[src/rtl/mux2x1_arbiter_pkg.sv]
// Shared types for the two-requester round-robin arbiter: FSM state encoding
// and the reset value of the last-granted flag.
package mux2x1_arbiter_pkg;

  typedef enum logic [1:0] {
    IDLE = 2'd0,
    GNT0 = 2'd1,
    GNT1 = 2'd2
  } arb_state_e;

  // last = 1 at reset so requester 0 wins the first tie.
  localparam logic LAST_RESET = 1'b1;

endpackage

[src/rtl/mux2x1.sv]
// Plain N-bit 2:1 multiplexer: sel = 0 passes in0, sel = 1 passes in1.
module mux2x1 #(
  parameter int N = 8
) (
  input  logic [N-1:0] in0,
  input  logic [N-1:0] in1,
  input  logic         sel,
  output logic [N-1:0] y
);

  assign y = sel ? in1 : in0;

endmodule

[src/rtl/mux2x1_arbiter.sv]
// Round-robin arbiter that shares one N-bit 2:1 mux between two requesters.
// Optional grant timeout is enabled by defining MUX_ARB_TIMEOUT_EN.
module mux2x1_arbiter
  import mux2x1_arbiter_pkg::*;
#(
  parameter int N        = 8,
  parameter int MAX_HOLD = 4
) (
  input  logic         iCLK,
  input  logic         iRST,
  input  logic         iReq0,
  input  logic         iReq1,
  input  logic [N-1:0] iData0,
  input  logic [N-1:0] iData1,
  output logic         oGnt0,
  output logic         oGnt1,
  output logic         oSel,
  output logic [N-1:0] oData,
  output logic         oValid
);

  // Request/grant contract: a requester holds iReqx high for as long as it
  // wants the path; oGntx rises one edge after the request is sampled and the
  // requester's word is registered on oData (oValid = 1) one edge after that.

  arb_state_e   state;
  arb_state_e   state_nxt;
  logic         last;
  logic         hold_done;
  logic [N-1:0] mux_y;

  // Elaboration marker: MAX_HOLD below 1 leaves no legal hold window.
  if (MAX_HOLD < 1) begin : g_max_hold_invalid
  end

`ifdef MUX_ARB_TIMEOUT_EN
  localparam int HOLD_W = $clog2(MAX_HOLD + 1);
  localparam logic [HOLD_W-1:0] HOLD_LAST = HOLD_W'(MAX_HOLD - 1);

  logic [HOLD_W-1:0] hold_cnt;

  assign hold_done = (hold_cnt == HOLD_LAST);
`else
  assign hold_done = 1'b0;
`endif

  always_comb begin
    state_nxt = state;
    unique case (state)
      IDLE: begin
        if (iReq0 && iReq1) state_nxt = last ? GNT0 : GNT1;
        else if (iReq0)     state_nxt = GNT0;
        else if (iReq1)     state_nxt = GNT1;
      end
      GNT0: begin
        if (!iReq0)                 state_nxt = iReq1 ? GNT1 : IDLE;
        else if (hold_done && iReq1) state_nxt = GNT1;
      end
      GNT1: begin
        if (!iReq1)                 state_nxt = iReq0 ? GNT0 : IDLE;
        else if (hold_done && iReq0) state_nxt = GNT0;
      end
      default: state_nxt = IDLE;
    endcase
  end

  always_ff @(posedge iCLK or posedge iRST) begin
    if (iRST) begin
      state <= IDLE;
      oGnt0 <= 1'b0;
      oGnt1 <= 1'b0;
      oSel  <= 1'b0;
      last  <= LAST_RESET;
`ifdef MUX_ARB_TIMEOUT_EN
      hold_cnt <= '0;
`endif
    end else begin
      state <= state_nxt;
      oGnt0 <= (state_nxt == GNT0);
      oGnt1 <= (state_nxt == GNT1);
      // oSel keeps its previous value while idle.
      if (state_nxt == GNT0)      oSel <= 1'b0;
      else if (state_nxt == GNT1) oSel <= 1'b1;
      if (state_nxt != state) begin
        if (state_nxt == GNT0)      last <= 1'b0;
        else if (state_nxt == GNT1) last <= 1'b1;
      end
`ifdef MUX_ARB_TIMEOUT_EN
      if (state_nxt != state || state_nxt == IDLE) hold_cnt <= '0;
      else if (!hold_done)                         hold_cnt <= hold_cnt + 1'b1;
`endif
    end
  end

  mux2x1 #(.N(N)) u_mux (
    .in0 (iData0),
    .in1 (iData1),
    .sel (oSel),
    .y   (mux_y)
  );

  // Output register: captures the owner's word every granted cycle.
  always_ff @(posedge iCLK or posedge iRST) begin
    if (iRST) begin
      oData  <= '0;
      oValid <= 1'b0;
    end else if (state != IDLE) begin
      oData  <= mux_y;
      oValid <= 1'b1;
    end else begin
      oValid <= 1'b0;
    end
  end

endmodule

[config.mk]
export PLATFORM = sky130hd
export DESIGN_NAME = mux2x1_arbiter
export DESIGN_NICKNAME = d
export VERILOG_FILES = /design/src/rtl/mux2x1_arbiter_pkg.sv /design/src/rtl/mux2x1.sv /design/src/rtl/mux2x1_arbiter.sv
export SDC_FILE = /design/constraint.sdc
export NUM_CORES = 1
export LEC_CHECK = 0
export CELL_PAD_IN_SITES_DETAIL_PLACEMENT = 0
export CELL_PAD_IN_SITES_GLOBAL_PLACEMENT = 1
export CORE_ASPECT_RATIO = 0.75
export CORE_MARGIN = 3
export CORE_UTILIZATION = 29
export DETAILED_ROUTE_END_ITERATION = 10
export PLACE_DENSITY_LB_ADDON = 0.1
export SYNTH_ARGS = -nofsm -noshare
export SYNTH_HDL_FRONTEND = slang
export SYNTH_SLANG_ARGS = --single-unit
[constraint.sdc]
create_clock -name iCLK -period 2.3 [get_ports iCLK]
set_input_delay 0.69 -clock iCLK [delete_from_list [all_inputs] [get_ports iCLK]]
set_output_delay 0.69 -clock iCLK [all_outputs]
set_load 0.02 [all_outputs]
---- After elaboration in Yosys (flattened, before gate mapping) ----
Cells that the tools add are included.
word-level totals
  flip-flop bits (word level) ............. 15
  input bits .............................. 20
operators by class
  equal/unequal tests ..................... 5
  mux-type cells .......................... 13
  reduce and logical (&&, ||, !) cells .... 5
operators by type and width
  operator              count
  $mux W2               7
  $mux W8               1
  $pmux W2 S3           1
  $eq A2 B1 Y1 const B  2
  $eq A2 B2 Y1 const B  2
  $mux W1               4
  $reduce_bool A2 Y1    2
  $logic_not A2 Y1      1
  $ne A2 B2 Y1          1
  $reduce_and A2 Y1     1
  $logic_and A1 B1 Y1   1

---- Depth between registers and ports, before layout ----
Gate-level depths: netlist of run 1.
  depth after elaboration ................. 7
  mapped depth ............................ 6
  mapped depth without buffers ............ 6

---- Cells and area by module ----
A second synthesis of run 1 with hierarchy kept.
unflattened totals
  cells, all modules ...................... 54
  area, all modules ....................... 754.5 um^2
modules (own cells, without submodules)
  module          times used  cells an instance  area an instance (um^2)
  mux2x1_arbiter  1           45                 623.1
  mux2x1          1           9                  131.4

---- Worst setup path after synthesis of run 1 ----
OpenSTA, ideal clock, no wires.
  path type ............................... input -> register
  start point ............................. in iReq1
  end point ............................... reg last
  library setup time ...................... 0.075 ns
  arrival time ............................ 1.723 ns
  data required time ...................... 2.225 ns
  slack ................................... 0.502 ns
  stages .................................. 5
  cells stage by stage .................... o22ai_1 > nand2_1 > ha_1 > nor4_2 > mux2i_1
between the ends
  cells in the longest elaborated chain, start to end .. 7
  elaborated cells between the ends (all ways) .. 14
ends and longest elaborated chain
  what                                                 RTL line                                    RTL
  from (decl)                                          mux2x1_arbiter.sv:12                        input logic iReq1,
  $mux W2                                              mux2x1_arbiter.sv:53                        else if (iReq1) state_nxt = GNT1;
  $mux W2                                              mux2x1_arbiter.sv:52                        else if (iReq0) state_nxt = GNT0;
  $mux W2                                              mux2x1_arbiter.sv:51                        if (iReq0 && iReq1) state_nxt = last ? GNT0 : GNT1;
  $pmux W2 S3 (*)                                      mux2x1_arbiter.sv:49                        unique case (state)
  $eq A2 B1 Y1 / $eq A2 B2 Y1 (equally long branches)  mux2x1_arbiter.sv:85, mux2x1_arbiter.sv:86
  $reduce_bool A2 Y1 (no source line)                  n/a
  $reduce_and A2 Y1 (no source line)                   n/a
  to (signal assigned)                                 mux2x1_arbiter.sv:73                        last <= LAST_RESET;
  to (signal assigned)                                 mux2x1_arbiter.sv:85                        if (state_nxt == GNT0) last <= 1'b0;
  to (signal assigned)                                 mux2x1_arbiter.sv:86                        else if (state_nxt == GNT1) last <= 1'b1;
  to (decl)                                            mux2x1_arbiter.sv:28                        logic last;
Every way passes the cells marked *; elsewhere a longest branch is shown, timed or not.
A chain may end at the register's enable or synchronous reset.

---- Worst setup path after layout of run 1 ----
  start point ............................. in iReq0
  end point ............................... reg last
between the ends
  cells in the longest elaborated chain, start to end .. 6
  elaborated cells between the ends (all ways) .. 13
ends and longest elaborated chain
  what                                                   RTL line                                    RTL
  from (decl)                                            mux2x1_arbiter.sv:11                        input logic iReq0,
  $mux W2 / $logic_and A1 B1 Y1 (equally long branches)  mux2x1_arbiter.sv:52, mux2x1_arbiter.sv:51
  $mux W2                                                mux2x1_arbiter.sv:51
  $pmux W2 S3 (*)                                        mux2x1_arbiter.sv:49
  via state_nxt[1]                                       mux2x1_arbiter.sv:27                        arb_state_e state_nxt;
  $eq A2 B1 Y1 / $eq A2 B2 Y1 (equally long branches)    mux2x1_arbiter.sv:85, mux2x1_arbiter.sv:86
  $reduce_bool A2 Y1 (no source line)                    n/a
  $reduce_and A2 Y1 (no source line)                     n/a
The timed path passes the listed nets; every way through them passes the cells marked *.

==> run metrics, run 1 <==
number of global-route vias before repair=508; synth unique cells=19; #FFs+latches synth=15; fin. max-slew vios=0; Register Area=377 um^2; most instantiated cells after synthesis=dfrtp_1 (14), mux2i_1 (10), nor2_1 (10); Post-synth EDFFs=0; Avg Inst Size Synth=11.0 um^2; Initial Util=0.324; gpl congestion=0.651; H-tree depth=1; Slew Limit Headroom=0.631; placed cell area=1040 um^2; Synth Area in Compound Gates=0.0921; slowest cell on the critical path=clkdlybuf4s50_1; All-Layer GR Usage=0.103; Final Hold Viols=0; area share of fa/ha/maj cells after synthesis=0.0361; Die Footprint=3020 um^2; Chip Width=62.5 um; Max Cap Viol=0; most area-consuming cells after synthesis=dfrtp_1 (51%), mux2i_1 (14%), a21oi_1 (6.5%); Worst Path Buf+Inv=1; total number of vias=550; NumNets Final=121; fin area=1070 um^2; DP HPWL=1130 um; largest family of logic cells by synthesized area=multiplexers; xor-xnor portion of the synthesized cell area=0; HP Class=flop to flop; Leakage=0.000496 uW; P per Cell Area=1100 nW/um^2; number of diodes=0; switch share=0.366; Internal=745 uW; multi-input logic area=280 um^2; Finished Layout Cells=130; initial antenna violation count=0; row count=14; syn_nets=85; mapped cell area=693 um^2; CTS max path bufs=2; Main synth FF type=dfrtp_1; Synth Instances=63; CP Max Fanout=5; power share of the clock group=0.124; Yosys top cell area share=0.505; DRT Pass-1 Iters=2; Synth Area in Simple Gates=0.132; Max VDD drop=0.514 mV; CTS Sinks=15; Fill cells=220; startpoint types=primary input; total CTS buffers=3; clk slew on worst S/H paths=0.09 ns; cell family with most CP delay=buffers and inverters; fin crit share=0.912; drc violations=0; mux cell area share after synthesis=0.144; setup TNS=0 ns; Synth area leader=dfrtp_1; sequential share of power=0.367; clock tree from TritonCTS=yes; root buf cell=clkbuf_4; clock insertion delay at the later pin of the skew report=0.28 ns; status=completed; Cells after DPL=126; Worst-Margin Slew=0.553 ns; DR WL/cell=11.3 um; Yosys Warn Count=0; share of cells above drive strength 1=0.0918; sequential-to-total area share from yosys stat=0.543; Async SR Flop Fraction=1.00; Critical Path RT=2.51 ns; drt first-iter violations=1; Worst Clk Skew=0.00450 ns; total gr overflow=0; Tmin final=2.10 ns; Setup Fix Bufs, Post-CTS=0; Detailed Route WL=1470 um; routed vias/inst=4.23; RSZ-0062 raised after global routing=no; port bufs=31; Setup Crit Path Kind=primary input to flop; I/O pin total=32; area delta synth->final=54.5%; pin count of the biggest net entering global routing=18; worst-path cell chain=clkdlybuf4s50_1 > nor2_1 > o21a_1 > ha_1 > nor4_2 > mux2i_1; switching power=430 uW; Die Y=48.3 um; CP arrival=2.31 ns; CORE AREA=2140 um^2; Final Setup Violations=0; ANT nets after route=0; maximum operating frequency=477 MHz; CTS resizes=0; combinational share of power=0.509; first-pass GRT wire length=2430 um; CTS Hold Bufs=0; CP Capture Type=flop; most numerous cell in the Yosys netlist=dfrtp_1; slowest stage delay, CP=0.53 ns
[tightest hold or removal path, delay by kind of cell (launching register included)]
kind                   cells  cell delay [ns]
flip-flops                 1             0.39
multiplexers               1             0.06
buffers and inverters      1             0.05
[routing by layer]
layer  track usage  part of all wire  wire [um]  vias up
met5             0                 0          0        -
met4        0.0220            0.0054          8        0
met3        0.0556             0.089        131        2
met2         0.145              0.43        625       21
met1         0.138              0.48        701      239
li1              -                 -          -      288
[final timing paths]
path	startpoint	endpoint	slack [ns]	depth (start not counted)
setup reg to reg	last$_DFFE_PP1P_	last$_DFFE_PP1P_	0.54	6
hold reg to reg	last$_DFFE_PP1P_	last$_DFFE_PP1P_	0.50	2
setup / recovery	iReq0	last$_DFFE_PP1P_	0.20	6
min in group asynchronous	iRST	oData[4]$_DFFE_PP0N_	0.75	2
hold / removal	last$_DFFE_PP1P_	last$_DFFE_PP1P_	0.50	2
max in group asynchronous	iRST	last$_DFFE_PP1P_	1.18	2
[cells in the final DEF, fill, tap and decap left out]
cell,n
clkdlybuf4s50_1,31
dfrtp_1,14
mux2i_1,10
nor2_1,10
a21oi_1,9
inv_1,4
clkbuf_4,3
buf_4,3
ha_1,2
or2_1,1
o22ai_1,1
and2_1,1
nand2_1,1
o21a_1,1
o21ai_0,1
and3b_1,1
and3b_2,1
nor4_1,1
nor4_2,1
clkbuf_1,1
dfstp_2,1
[power by group through the flow]
| stage | clock network, uW | logic (uW) | registers, uW |
|---|---|---|---|
| floorplan | 0 | 238 | 540 |
| global placement | 0 | 601 | 434 |
| detailed placement | 0 | 608 | 435 |
| CTS | 153 | 609 | 433 |
| global route | 171 | 647 | 452 |
| finish | 146 | 598 | 431 |
[through the flow]
step	total power, uW	hold slack [ns]	worst slack (ns)	utilization
5_1_grt	1270	0.525	0.117	0.501
4_1_cts	1200	0.507	0.188	0.501
2_1_floorplan	777	0.452	0.502	-
3_3_place_gp	1040	0.466	-0.0459	0.489
3_5_place_dp	1040	0.488	-0.106	0.489
6_report	1170	0.500	0.203	0.501
[kinds of logic after synthesis]
| logic type | after synthesis |
|---|---|
| mux | 10 |
| buf+inv | 7 |
| fa+ha+maj | 2 |
| compound gates | 12 |
| simple gates | 17 |
| flops | 15 |
[flip-flops by register name, summed over array words and instances, names as in the netlist]
signal  flops
last        1
oData       8
oGnt0       1
oGnt1       1
oSel        1
oValid      1
state       2
[cell type report]
class	instances	area share
clock buffer	4	0.0245
tap	32	0.0374
inverter	4	0.0140
sequential	15	0.352
multi-input combinational	41	0.262
timing repair buffer	34	0.311
Note: power is estimated with default switching activity, not from simulation.
==> run 2, diff against run 1 <==
--- a/config.mk
+++ b/config.mk
@@ -9,7 +9,7 @@
 export CELL_PAD_IN_SITES_GLOBAL_PLACEMENT = 1
 export CORE_ASPECT_RATIO = 0.75
 export CORE_MARGIN = 3
-export CORE_UTILIZATION = 29
+export CORE_UTILIZATION = 31
 export DETAILED_ROUTE_END_ITERATION = 10
 export PLACE_DENSITY_LB_ADDON = 0.1
 export SYNTH_ARGS = -nofsm -noshare
==> constraint.sdc (replaced) <==
create_clock -name iCLK -period 2.6 [get_ports iCLK]
set_input_delay 0.78 -clock iCLK [delete_from_list [all_inputs] [get_ports iCLK]]
set_output_delay 0.78 -clock iCLK [all_outputs]
set_load 0.02 [all_outputs]
==> run 2 against run 1 <==
Wire length is 3.0% lower. Sequential cell count stayed put. Final cell count is 7.7% lower. Power is 13% lower. Sequential power is 12% lower. Critical path depth stayed put. Register-to-register slack better by 0.30 ns. Core utilization is 0.49 points higher. Clock skew is 0.0036 ns lower. Critical path type unchanged. Largest cell class unchanged.
==> run metrics, run 2 (synthesized netlist as in run 1, its figures left out) <==
fin crit share=0.849; met2 Resource Use GR=0.168 (+0.0233); DP HPWL=1080 um (-4.8%); Worst Path Buf+Inv=1 (unchanged); P per Cell Area=981 nW/um^2 (-11%); Max VDD drop=0.423 mV (-18%); stages on the worst setup path=6 (unchanged); Die Footprint=2850 um^2 (-5.8%); Crit. Startpoint=iReq0; final core occ=0.506 (+0.00488); clock tree from TritonCTS=yes; cell family with most CP delay=buffers and inverters; number of diodes=0 (unchanged); max FFs per register=8 (unchanged); WHS=0.478 ns (-0.0226 ns); Die Y=47.0 um (-2.9%); setup TNS=0 ns (unchanged); area delta synth->final=50.9%; Worst-Margin Slew=0.579 ns (+0.0263 ns); root buf cell=clkbuf_4; power share of the clock group=0.125 (about the same); CP Capture Type=flop; RSZ-0062 raised after global routing=no; Leakage=0.000487 uW (-1.9%); Tmin final=2.21 ns; total gr overflow=0 (unchanged); combinational share of power=0.504 (-0.005); pin count of the biggest net entering global routing=18 (unchanged); Regs by FF count=oData x8, state x2; NumNets Final=119 (-1.7%); GRT busiest layer=met2; drc violations=0 (unchanged); CTS Sinks=15 (unchanged); CTS resizes=0 (unchanged); Hold Startpoint=last$_DFFE_PP1P_; I/O pin total=32 (unchanged); slowest cell on the critical path=clkdlybuf4s50_1; number of global-route vias before repair=500 (-1.6%); slowest stage delay, CP=0.53 ns (about the same); total CTS buffers=3 (unchanged); CTS Hold Bufs=0 (unchanged); Setup Fix Bufs, Post-CTS=0 (unchanged); switch share=0.366 (about the same); Chip Width=60.6 um (-3.0%); HP Class=flop to flop; fin. max-slew vios=0 (unchanged); Worst Clk Skew=0.000904 ns (-0.00360 ns); total number of vias=556 (+1.1%); Worst R2R Path Depth=6 (unchanged); startpoint types=primary input; met3 usage=0.0549 (-0.000611); row count=14 (unchanged); Detailed Route WL=1420 um (-3.0%); most frequent cells in the layout=clkdlybuf4s50_1 (31), dfrtp_1 (14), mux2i_1 (10), nor2_1 (10), a21oi_1 (9); CP Max Fanout=5 (unchanged); Top reg by flops=oData; maximum operating frequency=453 MHz; status=completed; initial antenna violation count=0 (unchanged); port bufs=31 (unchanged); switching power=376 uW (-13%); Final Hold Viols=0 (unchanged); placed cell area=1020 um^2 (-2.4%); share of cells above drive strength 1=0.0729 (-0.0189); Final Setup Violations=0 (unchanged); fin area=1050 um^2 (-2.3%); CTS max path bufs=2 (unchanged); clk slew on worst S/H paths=0.08 ns (about the same); worst-path cell chain=clkdlybuf4s50_1 > nor2_1 > o21a_1 > ha_1 > nor4_2 > mux2i_1; commonest non-fill, non-tap cell in the layout=clkdlybuf4s50_1; first-pass GRT wire length=2300 um (-5.1%); Slew Limit Headroom=0.614 (-0.0175); Setup Crit Path Kind=primary input to flop; gpl congestion=0.745 (+14%); ANT nets after route=0 (unchanged); CORE AREA=2070 um^2 (-3.3%); Max Cap Viol=0 (unchanged); H-tree depth=1 (unchanged); All-Layer GR Usage=0.114 (+0.0111); DR WL/cell=11.9 um (+5.1%); Initial Util=0.335 (+0.0110); WHS Path Cells=2 (unchanged); Internal=650 uW (-13%); drt first-iter violations=7 (+6); sequential share of power=0.371 (+0.004); M1 GR Usage=0.152 (+0.0139); routed vias/inst=4.63 (+9.5%); DRT Pass-1 Iters=4 (+2); CP arrival=2.42 ns (+0.11 ns); RR Startpoint=last$_DFFE_PP1P_; Critical Path RT=2.81 ns (+0.30 ns); clock insertion delay at the later pin of the skew report=0.27 ns (about the same)
## run 2: layer usage
metal / up-vias / wire [um]
met5: - / 0
met4: 0 / 10
met3: 2 / 114
met2: 21 / 603
met1: 247 / 696
li1: 286 / -
## run 2: worst paths after layout
path / endpoint / slack [ns]
min in group asynchronous: oGnt1$_DFF_PP0_ / 0.86
min: last$_DFFE_PP1P_ / 0.48
max reg2reg: last$_DFFE_PP1P_ / 0.84
min reg2reg: last$_DFFE_PP1P_ / 0.48
max in group asynchronous: oSel$_DFFE_PP0P_ / 1.36
max: last$_DFFE_PP1P_ / 0.39
## run 2: layout make-up
cell class,count,area [um^2]
Inverter,4,15.0
Multi-Input combinational cell,41,280
Timing Repair Buffer,32,318
Tap cell,24,30.0
Sequential cell,15,377
Clock buffer,4,26.3
Fill cell,213,1020
## run 2: tightest hold or removal path: cells and delay by family, from the launching register on
family	cells	cell delay [ns]
flops	1	0.38
mux	1	0.05
buf+inv	1	0.04
## run 2: power groups by stage
stage          registers [uW]  logic (uW)  clock network, uW
2_1_floorplan             477         210                  0
3_3_place_gp              383         524                  0
3_5_place_dp              385         524                  0
4_1_cts                   382         526                139
5_1_grt                   396         568                148
6_report                  380         517                128
## run 2: per-stage QoR
stage	std cells	worst slack (ns)	power (uW)
floorplan	63	0.712	688
global placement	116	0.141	907
detailed placement	116	0.0931	908
CTS	120	0.398	1050
global route	120	0.301	1110
finish	120	0.392	1030
==> run 3, diff against run 2 <==
--- a/config.mk
+++ b/config.mk
@@ -9,7 +9,7 @@
 export CELL_PAD_IN_SITES_GLOBAL_PLACEMENT = 1
 export CORE_ASPECT_RATIO = 0.75
 export CORE_MARGIN = 3
-export CORE_UTILIZATION = 31
+export CORE_UTILIZATION = 29
 export DETAILED_ROUTE_END_ITERATION = 10
 export PLACE_DENSITY_LB_ADDON = 0.1
 export SYNTH_ARGS = -nofsm -noshare
==> constraint.sdc (replaced) <==
create_clock -name iCLK -period 2.1 [get_ports iCLK]
set_input_delay 0.63 -clock iCLK [delete_from_list [all_inputs] [get_ports iCLK]]
set_output_delay 0.63 -clock iCLK [all_outputs]
set_load 0.02 [all_outputs]
==> run 3 against run 2 <==
Critical path depth is the same. Setup slack lost 0.28 ns. Sequential share of layout area shrank 0.84 points. Wire length grew 3.2%. First-iteration DRC count shrank 86%. Die area grew 6.1%. Clock power grew 25%. Non-clock buffer count grew 2. Critical path type unchanged. Largest cell class unchanged.
==> run metrics, run 3 (synthesized netlist as in run 1, its figures left out) <==
clock tree from TritonCTS=yes; area delta synth->final=54.5%; Tmin final=1.99 ns; Leakage=0.000496 uW (+2.0%); fin crit share=0.945; pin count of the biggest net entering global routing=18 (unchanged); fin area=1070 um^2 (+2.4%); total number of vias=554 (-0.36%); Final Hold Viols=0 (unchanged); Chip Width=62.5 um (+3.1%); CP Capture Type=flop; number of global-route vias before repair=508 (+1.6%); Tot Pwr=1280 uW (+25%); Worst-Margin Slew=0.552 ns (-0.0265 ns); sequential share of power=0.367 (-0.004); Die Y=48.3 um (+3.0%); Internal=814 uW (+25%); DRT Pass-1 Iters=2 (-2); DR WL/cell=11.3 um (-4.7%); Setup Fix Bufs, Post-CTS=0 (unchanged); most frequent cells in the layout=clkdlybuf4s50_1 (31), dfrtp_1 (14), mux2i_1 (10), nor2_1 (10), a21oi_1 (9); clock insertion delay at the later pin of the skew report=0.28 ns (about the same); fin worst setup slack=0.115 ns (-0.277 ns); Slew Limit Headroom=0.631 (+0.0177); RSZ-0062 raised after global routing=no; H-tree depth=1 (unchanged); drt first-iter violations=1 (-6); row count=14 (unchanged); Setup Crit Path Kind=primary input to flop; Initial Util=0.324 (-0.0110); Cells after DPL=126 (+8.6%); Fill cells=220 (+3.3%); CP Max Fanout=5 (unchanged); CTS max path bufs=2 (unchanged); Register Area=377 um^2 (unchanged); P per Cell Area=1200 nW/um^2 (+22%); Die Footprint=3020 um^2 (+6.1%); initial antenna violation count=0 (unchanged); clk slew on worst S/H paths=0.09 ns (about the same); drc violations=0 (unchanged); ANT nets after route=0 (unchanged); pre-CTS setup slack=-0.246 ns (-0.339 ns); commonest non-fill, non-tap cell in the layout=clkdlybuf4s50_1; combinational share of power=0.508 (+0.004); HP Class=flop to flop; power share of the clock group=0.125 (about the same); Regs by FF count=oData x8, state x2; routed vias/inst=4.26 (-8.0%); Worst Clk Skew=0.00452 ns (+0.00362 ns); switch share=0.367 (+0.000400); multi-input logic area=280 um^2 (unchanged); max FFs per register=8 (unchanged); total gr overflow=0 (unchanged); Top reg by flops=oData; CP arrival=2.20 ns (-0.22 ns); number of diodes=0 (unchanged); Critical Path RT=2.31 ns (-0.50 ns); CTS resizes=0 (unchanged); share of cells above drive strength 1=0.0918 (+0.0189); total CTS buffers=3 (unchanged); root buf cell=clkbuf_4; fin. max-slew vios=0 (unchanged); Max VDD drop=0.562 mV (+33%); CORE AREA=2140 um^2 (+3.4%); Detailed Route WL=1470 um (+3.2%); first-pass GRT wire length=2430 um (+5.4%); gpl congestion=0.651 (-13%); maximum operating frequency=504 MHz; port bufs=31 (unchanged); All-Layer GR Usage=0.103 (-0.0111); switching power=471 uW (+25%); I/O pin total=32 (unchanged); Final Setup Violations=0 (unchanged); placed cell area=1040 um^2 (+2.5%); startpoint types=primary input; CTS Sinks=15 (unchanged); status=completed; Finished Layout Cells=130 (+8.3%); NumNets Final=121 (+1.7%); DP HPWL=1130 um (+5.1%); Max Cap Viol=0 (unchanged)
-- run 3: changes by cell type in the layout (fill, tap and decap cells not counted) --
cell / delta
buf_4: +2
-- run 3: layout make-up --
type | count | area share
flip-flops and latches | 15 | 0.352
repair buffers | 34 | 0.311
multi-input cells | 41 | 0.262
well taps | 32 | 0.0374
clock buffers | 4 | 0.0245
inverters | 4 | 0.0140
-- run 3: final timing paths --
check / from / endpoint / slack (ns) / cells past startpoint
setup reg to reg: last$_DFFE_PP1P_ / last$_DFFE_PP1P_ / 0.40 / 6
setup / recovery: iReq0 / last$_DFFE_PP1P_ / 0.11 / 6
min in group asynchronous: iRST / oData[4]$_DFFE_PP0N_ / 0.69 / 2
hold reg to reg: last$_DFFE_PP1P_ / last$_DFFE_PP1P_ / 0.50 / 2
max in group asynchronous: iRST / last$_DFFE_PP1P_ / 1.04 / 2
hold / removal: last$_DFFE_PP1P_ / last$_DFFE_PP1P_ / 0.50 / 2
-- run 3: stage by stage --
step	util	TNS (ns)	hold slack, ns
3_5_place_dp	0.489	-0.269	0.488
2_1_floorplan	-	0	0.452
5_1_grt	0.501	0	0.525
4_1_cts	0.501	0	0.507
6_report	0.501	0	0.498
3_3_place_gp	0.489	-0.186	0.466
-- run 3: power by group through the flow --
stage	registers (uW)	logic, uW	clock network (uW)
floorplan	591	260	0
global placement	476	659	0
detailed placement	477	666	0
CTS	474	667	168
global route	495	707	188
finish	471	653	160
-- run 3: what timing repair did --
| action | 4_1_cts | 5_1_grt |
|---|---|---|
| endpoints found under the setup margin | 0 | 1 |
| hold endpoints to repair | 0 | 0 |
| hold buffers | 0 | 0 |
-- run 3: worst max-delay path, stage by stage --
cell and delay (ns):
clkdlybuf4s50_1 0.53, nor2_1 0.07, o21a_1 0.19, ha_1 0.31
nor4_2 0.25, mux2i_1 0.22
-- run 3: layer usage --
layer,track usage,routed length (um),share of wire,vias to the layer above
li1,-,-,-,289
met1,0.138,695,0.47,242
met2,0.145,634,0.43,21
met3,0.0556,131,0.089,2
met4,0.0220,8,0.0054,0
met5,0,0,0,-
